$ cat src/rtl/wb_retire_trace_fifo.sv
// Capture FIFO for WB-stage retirement events: filters by capture mode, tags each entry with a
// retirement sequence number and counts overflow drops. Optional macro TRACE_TIMESTAMP_EN adds
// a per-entry cycle stamp on out_cycle.
module wb_retire_trace_fifo #(
  parameter int unsigned XLEN  = 32,
  parameter int unsigned DEPTH = 16,
  parameter int unsigned CNT_W = 16
) (
  input  logic                     clk,
  input  logic                     reset,
  input  logic                     clear,
  input  logic                     cap_en,
  input  logic [1:0]               cap_mode,
  input  logic                     ret_valid,
  input  logic [XLEN-1:0]          ret_pc,
  input  logic [31:0]              ret_instr,
  input  logic [XLEN-1:0]          ret_result,
  input  logic [4:0]               ret_rd,
  input  logic                     ret_regwrite,
  input  logic                     ret_memwrite,
  output logic                     out_valid,
  input  logic                     out_ready,
  output logic [XLEN-1:0]          out_pc,
  output logic [31:0]              out_instr,
  output logic [XLEN-1:0]          out_result,
  output logic [4:0]               out_rd,
  output logic                     out_regwrite,
  output logic                     out_memwrite,
  output logic [CNT_W-1:0]         out_seq,
  output logic [$clog2(DEPTH):0]   level,
  output logic                     full,
  output logic                     empty,
  output logic                     overflow,
  output logic [CNT_W-1:0]         drop_count
`ifdef TRACE_TIMESTAMP_EN
  ,
  output logic [CNT_W-1:0]         out_cycle
`endif
);

  localparam int unsigned AW = $clog2(DEPTH);
`ifdef TRACE_TIMESTAMP_EN
  localparam int unsigned EW = 2 * XLEN + 32 + 5 + 2 + 2 * CNT_W;
`else
  localparam int unsigned EW = 2 * XLEN + 32 + 5 + 2 + CNT_W;
`endif
  localparam logic [AW:0] DepthLvl = (AW + 1)'(DEPTH);

  logic [EW-1:0]    mem_q [DEPTH];
  logic [AW-1:0]    wr_ptr_q, wr_ptr_d, rd_ptr_q, rd_ptr_d;
  logic [AW:0]      level_q, level_d;
  logic [CNT_W-1:0] seq_q, seq_d, drop_q, drop_d;
  logic             ovf_q, ovf_d;
`ifdef TRACE_TIMESTAMP_EN
  logic [CNT_W-1:0] cyc_q, cyc_d;
`endif

  logic          mode_match, qualify, push, pop, drop, is_full, wr_en;
  logic [EW-1:0] entry_in, head;

  always_comb begin
    mode_match = 1'b0;
    unique case (cap_mode)
      2'd0:    mode_match = 1'b1;
      2'd1:    mode_match = ret_regwrite & (ret_rd != 5'd0);
      2'd2:    mode_match = ret_memwrite;
      default: mode_match = ret_regwrite | ret_memwrite;
    endcase
  end

  always_comb begin
    is_full = (level_q == DepthLvl);
    qualify = ret_valid & cap_en & mode_match;
    pop     = (level_q != '0) & out_ready;
    push    = qualify & (~is_full | pop);
    drop    = qualify & is_full & ~pop;
    // clear swallows a same-cycle push without writing or counting it as a drop
    wr_en   = push & ~clear;
    entry_in = {ret_pc, ret_instr, ret_result, ret_rd, ret_regwrite, ret_memwrite, seq_q
`ifdef TRACE_TIMESTAMP_EN
                , cyc_q
`endif
               };
  end

  always_comb begin
    wr_ptr_d = wr_ptr_q;
    rd_ptr_d = rd_ptr_q;
    level_d  = level_q;
    drop_d   = drop_q;
    ovf_d    = ovf_q;
    seq_d    = ret_valid ? seq_q + CNT_W'(1) : seq_q;
`ifdef TRACE_TIMESTAMP_EN
    cyc_d    = cyc_q + CNT_W'(1);
`endif
    if (clear) begin
      wr_ptr_d = '0;
      rd_ptr_d = '0;
      level_d  = '0;
      drop_d   = '0;
      ovf_d    = 1'b0;
    end else begin
      if (push) wr_ptr_d = wr_ptr_q + AW'(1);
      if (pop)  rd_ptr_d = rd_ptr_q + AW'(1);
      if (push && !pop)      level_d = level_q + (AW + 1)'(1);
      else if (pop && !push) level_d = level_q - (AW + 1)'(1);
      if (drop) begin
        ovf_d = 1'b1;
        if (drop_q != '1) drop_d = drop_q + CNT_W'(1);
      end
    end
  end

  always_ff @(posedge clk) begin
    if (reset) begin
      wr_ptr_q <= '0;
      rd_ptr_q <= '0;
      level_q  <= '0;
      seq_q    <= '0;
      drop_q   <= '0;
      ovf_q    <= 1'b0;
`ifdef TRACE_TIMESTAMP_EN
      cyc_q    <= '0;
`endif
    end else begin
      wr_ptr_q <= wr_ptr_d;
      rd_ptr_q <= rd_ptr_d;
      level_q  <= level_d;
      seq_q    <= seq_d;
      drop_q   <= drop_d;
      ovf_q    <= ovf_d;
`ifdef TRACE_TIMESTAMP_EN
      cyc_q    <= cyc_d;
`endif
    end
  end

  // Storage is reset so the head fields read 0, not X, while the FIFO is empty
  always_ff @(posedge clk) begin
    if (reset) begin
      for (int unsigned i = 0; i < DEPTH; i++) mem_q[i] <= '0;
    end else if (wr_en) begin
      mem_q[wr_ptr_q] <= entry_in;
    end
  end

  always_comb begin
    head = mem_q[rd_ptr_q];
    {out_pc, out_instr, out_result, out_rd, out_regwrite, out_memwrite, out_seq
`ifdef TRACE_TIMESTAMP_EN
     , out_cycle
`endif
    } = head;
    out_valid  = (level_q != '0);
    level      = level_q;
    full       = is_full;
    empty      = (level_q == '0);
    overflow   = ovf_q;
    drop_count = drop_q;
  end

endmodule

$ cat config.mk
export PLATFORM = sky130hd
export DESIGN_NAME = wb_retire_trace_fifo
export DESIGN_NICKNAME = d
export VERILOG_FILES = /design/src/rtl/wb_retire_trace_fifo.sv
export SDC_FILE = /design/constraint.sdc
export NUM_CORES = 2
export LEC_CHECK = 0
export ABC_AREA = 1
export BUFFER_PORTS_ARGS = -buffer_cell sky130_fd_sc_hd__buf_2
export CORE_MARGIN = 5
export CORE_UTILIZATION = 29
export CTS_CLUSTER_SIZE = 8
export DETAILED_ROUTE_END_ITERATION = 7
export GPL_ROUTABILITY_DRIVEN = 0
export SLEW_MARGIN = 20
export SYNTH_ARGS = -nofsm -noshare
export SYNTH_HDL_FRONTEND = slang
export SYNTH_SLANG_ARGS = --single-unit
$ cat constraint.sdc
create_clock -name clk -period 4.5 [get_ports clk]
set_input_delay 0.225 -clock clk [delete_from_list [all_inputs] [get_ports clk]]
set_output_delay 0.225 -clock clk [all_outputs]
set_load 0.01 [all_outputs]
# ---- Word-level counts from Yosys, hierarchy flattened
# Memories as Yosys holds them, arrays and structs flattened. A register that Yosys moved wholly into a read port is not among the register bits.
# Index checks and enable logic that the tools add are counted.
# Widths: inputs -> output; s select.
dict set report word_totals {
  mem_bits_rw 1904
  n_memories 1
  register_bits 46
}
dict set report classes {
  n_reduce_logical 12
  eq_ne 4
  n_mux 13
  n_bitwise 13
  n_addsub 6
}
# memory depth width read_ports rd_ports_with_merged_regs wr line_no
set mem_list {}
lappend mem_list {mem_q 16 119 1 1 16 49} ;# logic [EW-1:0] mem_q [DEPTH];
# cell n
set ops {}
lappend ops {{$mux 119} 1}
lappend ops {{$reduce_or 119->1} 1}
lappend ops {{$add 16x1->16 const B} 2}
lappend ops {{$ne 16x16->1 const B} 1}
lappend ops {{$mux 4} 3}
lappend ops {{$mux 5} 2}
lappend ops {{$reduce_bool 5->1} 2}
lappend ops {{$add 4x1->4 const B} 2}
lappend ops {{$and 1x1->1} 8}
lappend ops {{$mux 1} 6}
lappend ops {{$add 5x1->5 const B} 1}
lappend ops {{$eq 5x5->1 const B} 1}
lappend ops {{$logic_not 5->1} 1}
lappend ops {{$sub 5x1->5 const B} 1}
lappend ops {{$not 1->1} 3}
lappend ops {{$pmux 1 s3} 1}
lappend ops {{$eq 2x1->1 const B} 1}
lappend ops {{$eq 2x2->1 const B} 1}
lappend ops {{$logic_and 1x1->1} 2}
lappend ops {{$logic_not 1->1} 2}
lappend ops {{$logic_not 2->1} 1}
lappend ops {{$or 1x1->1} 2}
lappend ops {{$reduce_and 2->1} 1}
lappend ops {{$reduce_bool 2->1} 1}
lappend ops {{$reduce_or 2->1} 1}

# ---- Longest topological paths before layout
dict set report logic_depth {
  depth_word 11
  mapped_depth 17
  mapped_depth_nobuf 17
}

# ---- Worst setup path before layout
# No wires, ideal clock.
dict set report synth_timing {
  path_type {flip-flop to flip-flop}
  from {register level_q[0] (netlist: level[0])}
  to {memory mem_q[10][0] in the netlist's numbering, enable pin}
  slack_ps -51
  setup_ps 1055
  period_less_slack_ps 4551
  stages_incl_launch_ff 11
  arrival_ps 3496
  cell_sequence {dfxtp_1 > nor2_1 > nand4_1 > nor2_1 > nor2_4 > nand2_2 > nor2_4 > nand2_1 > buf_2 > buf_2 > nand2_1}
}
# element line_no
set synth_lines {}
lappend synth_lines {{start, declared} 51} ;# logic [AW:0] level_q, level_d;
lappend synth_lines {{start signal, assigned} 128} ;# level_q <= level_d;
lappend synth_lines {{end, declared} 49}

==> run metrics <==
status finished, final reports clean; CTS tree done; routed vias 60700; largest area contributor in the netlist edfxtp_1; final net count 7957; P_sw 10400 µW; Slew Limit Fails 0; worst slew pin tran 1.10 ns; Layout area overhead 15.7%; Synth Net Count 7874; GRT Overall Usage 17.1%; first-pass GRT wire length 401000 µm; Initial Util 29.1%; critical path arrival 3.58 ns; Die Height 558 µm; Final HPWL DP 143000 µm; clock transition at the registers of the reported paths 0.05 ns; Slew Limit Headroom 26.7%; Starting DRT DRC Count 7157; vias in the first global route 59600; largest net degree at the start of global routing 168; post-route clock period utilization 84.5%; Cell variety after synth 33; CP Launch Type register; Bufs on Longest Clock Path 4; fmax 263 MHz; Clk network pwr share 43.9%; setup tns final 0 ns; Lkg Pwr 0.0363 µW; CP Class reg -> out; PD cells 432 nW/µm²; die width 558 µm; core area 300000 µm²; TritonCTS Buffers 286; Design Area, Final 101000 µm²; drt first pass iters 5; Synth Instances 7751; root buffer cell clkbuf_16; CTS Hold Buffers Added 75; ANT nets after route 0; CP max FO 54; H-tree levels 5; RSZ-0062 raised after global routing false; register share of total power 47.7%; CP required 4.28 ns; DRT Wirelength 276000 µm; Core Rows 201; Synth Cell Area 87200 µm²; Sw Share 23.9%; antenna violations before repair 16; vias per cell 5.13; Final WS setup 0.696 ns; final hold violations 0; DRC 0; gr ovfl total 0; Logic pwr share 8.4%; maximum vdd drop 0.291 mV; # IOs 255; clock sinks 1954; postcts setup bufs 0; Tmin final 3.80 ns; Hold Path Class in -> reg; mean post-synth cell area 11.2 µm²; Synth top area share 65.6%; yosys warns 0; die area 312000 µm²; Synth area leaders edfxtp_1, nor2_1, mux2i_1; Max Cap Violations 0; crit end category output pin; PostCTS Resize Cnt 0; endpoints failing setup 0; Wirelength per Cell 23.3 µm; #FFs+latches synth 1954; total internal power 33100 µW; pre-CTS WS 0.919 ns; clock latency on the worst-skew pair 0.84 ns; placed cell areas 92500 µm²; sequential share of the synthesized area 66.7%; layout cells sized above 1 9.57%; Port Buffers 254; Final Skew 0.0291 ns
## per-stage QoR
stage | hold slack (ns) | util, % | std cells | total power (µW)
2_1_floorplan | 0.297 | - | 7751 | 23200
3_3_place_gp | 0.453 | 30.9 | 11400 | 24700
3_5_place_dp | 0.457 | 30.9 | 11400 | 24700
4_1_cts | 0.000297 | 33.7 | 11800 | 43900
5_1_grt | 0.0589 | 33.7 | 11800 | 45000
6_report | 0.0450 | 33.7 | 11800 | 43500
## cells by family after synthesis
logic type,synth area share (%)
and+or+nand+nor,10.8
muxes,5.47
xor gates and xnor gates,0.121
DFF,66.7
buffers and inverters,6.36
adders and majority gates,0.181
AOI/OAI and AO/OA,10.4
## flip-flops by register name (all words and copies together), names as in the netlist, named ones only
name,flops
rd_ptr_q,4
seq_q,16
level,5
overflow,1
mem_q,1904
drop_count,16
wr_ptr_q,4
## final timing paths
check / startpoint / to / slack [ns] / depth (start not counted)
max: register / out_result[21] / 0.70 / 8
min reg2reg: overflow$_SDFFE_PP0P_ / overflow$_SDFFE_PP0P_ / 0.47 / 1
max reg2reg: level[0]$_SDFFE_PP0P_ / mem_q[7][109]$_SDFFCE_PN0P_ / 1.05 / 9
min: cap_en / wr_ptr_q[3]$_SDFFE_PP0N_ / 0.04 / 7
## power by group through the flow
stage                     Sequential (µW)  Combinational, µW  Clock [µW]
final                               20800               3660       19100
after global routing                20800               3980       20200
after CTS                           20800               3700       19400
after detailed placement            21100               3630           0
after global placement              21100               3580           0
after floorplan                     21100               2150           0
## metal layers
| metal | global-route usage, % | routed length, µm | up-vias |
|---|---|---|---|
| met2 | 27.5 | 128000 | 2838 |
| met5 | 0 | 7 | - |
| met4 | 4.17 | 6120 | 2 |
| met1 | 24.0 | 117000 | 30500 |
| li1 | - | - | 27000 |
| met3 | 2.91 | 23800 | 408 |
## layout make-up
cell class,count,area [µm²]
repair buffers,469,3820
multi-input cells,4476,23800
flip-flops and latches,1954,58200
diodes,1,2.50
clock inverters,21,283
well taps,3958,4950
clock buffers,309,7330
fillers,29500,199000
inverters,647,2450
## cell usage after synthesis
master / n
and3_1: 1
o21ai_0: 564
o21a_1: 2
nand2_2: 1
clkinv_1: 15
buf_4: 5
nand3_1: 201
nor2_4: 4
inv_2: 3
buf_1: 31
a21o_1: 1
nand4_1: 7
o21bai_1: 10
a31oi_2: 1
buf_2: 190
mux2i_1: 476
clkbuf_1: 404
dfxtp_1: 50
nor3b_1: 1
nor2_2: 2
nor4_1: 1
nand2_1: 221
xor2_1: 11
nor3_1: 6
fa_1: 1
ha_1: 11
nor2_1: 1968
buf_6: 44
xnor2_1: 1
edfxtp_1: 1904
a21oi_1: 509
inv_1: 629
o211ai_1: 476
## critical path, cell delays in order, from the launching register on
cell      delay, ns
dfxtp_4        0.49
buf_4          0.65
buf_4          0.63
a21oi_1        0.09
o21ai_0        0.10
o21ai_0        0.22
o211ai_1       0.23
nand2_1        0.09
buf_2          0.15
## placed cells by master (no fill, tap or decap), types with 75 or more instances in the layout
cell type	n
a21oi_1	509
o211ai_1	476
nand2_1	189
nand3_1	201
buf_2	254
inv_1	628
edfxtp_1	1904
clkbuf_16	290
mux2i_1	476
o21ai_0	564
nor2_1	1968
dlygate4sd3_1	75
buf_4	80
Power figures use the tool's default switching activity.
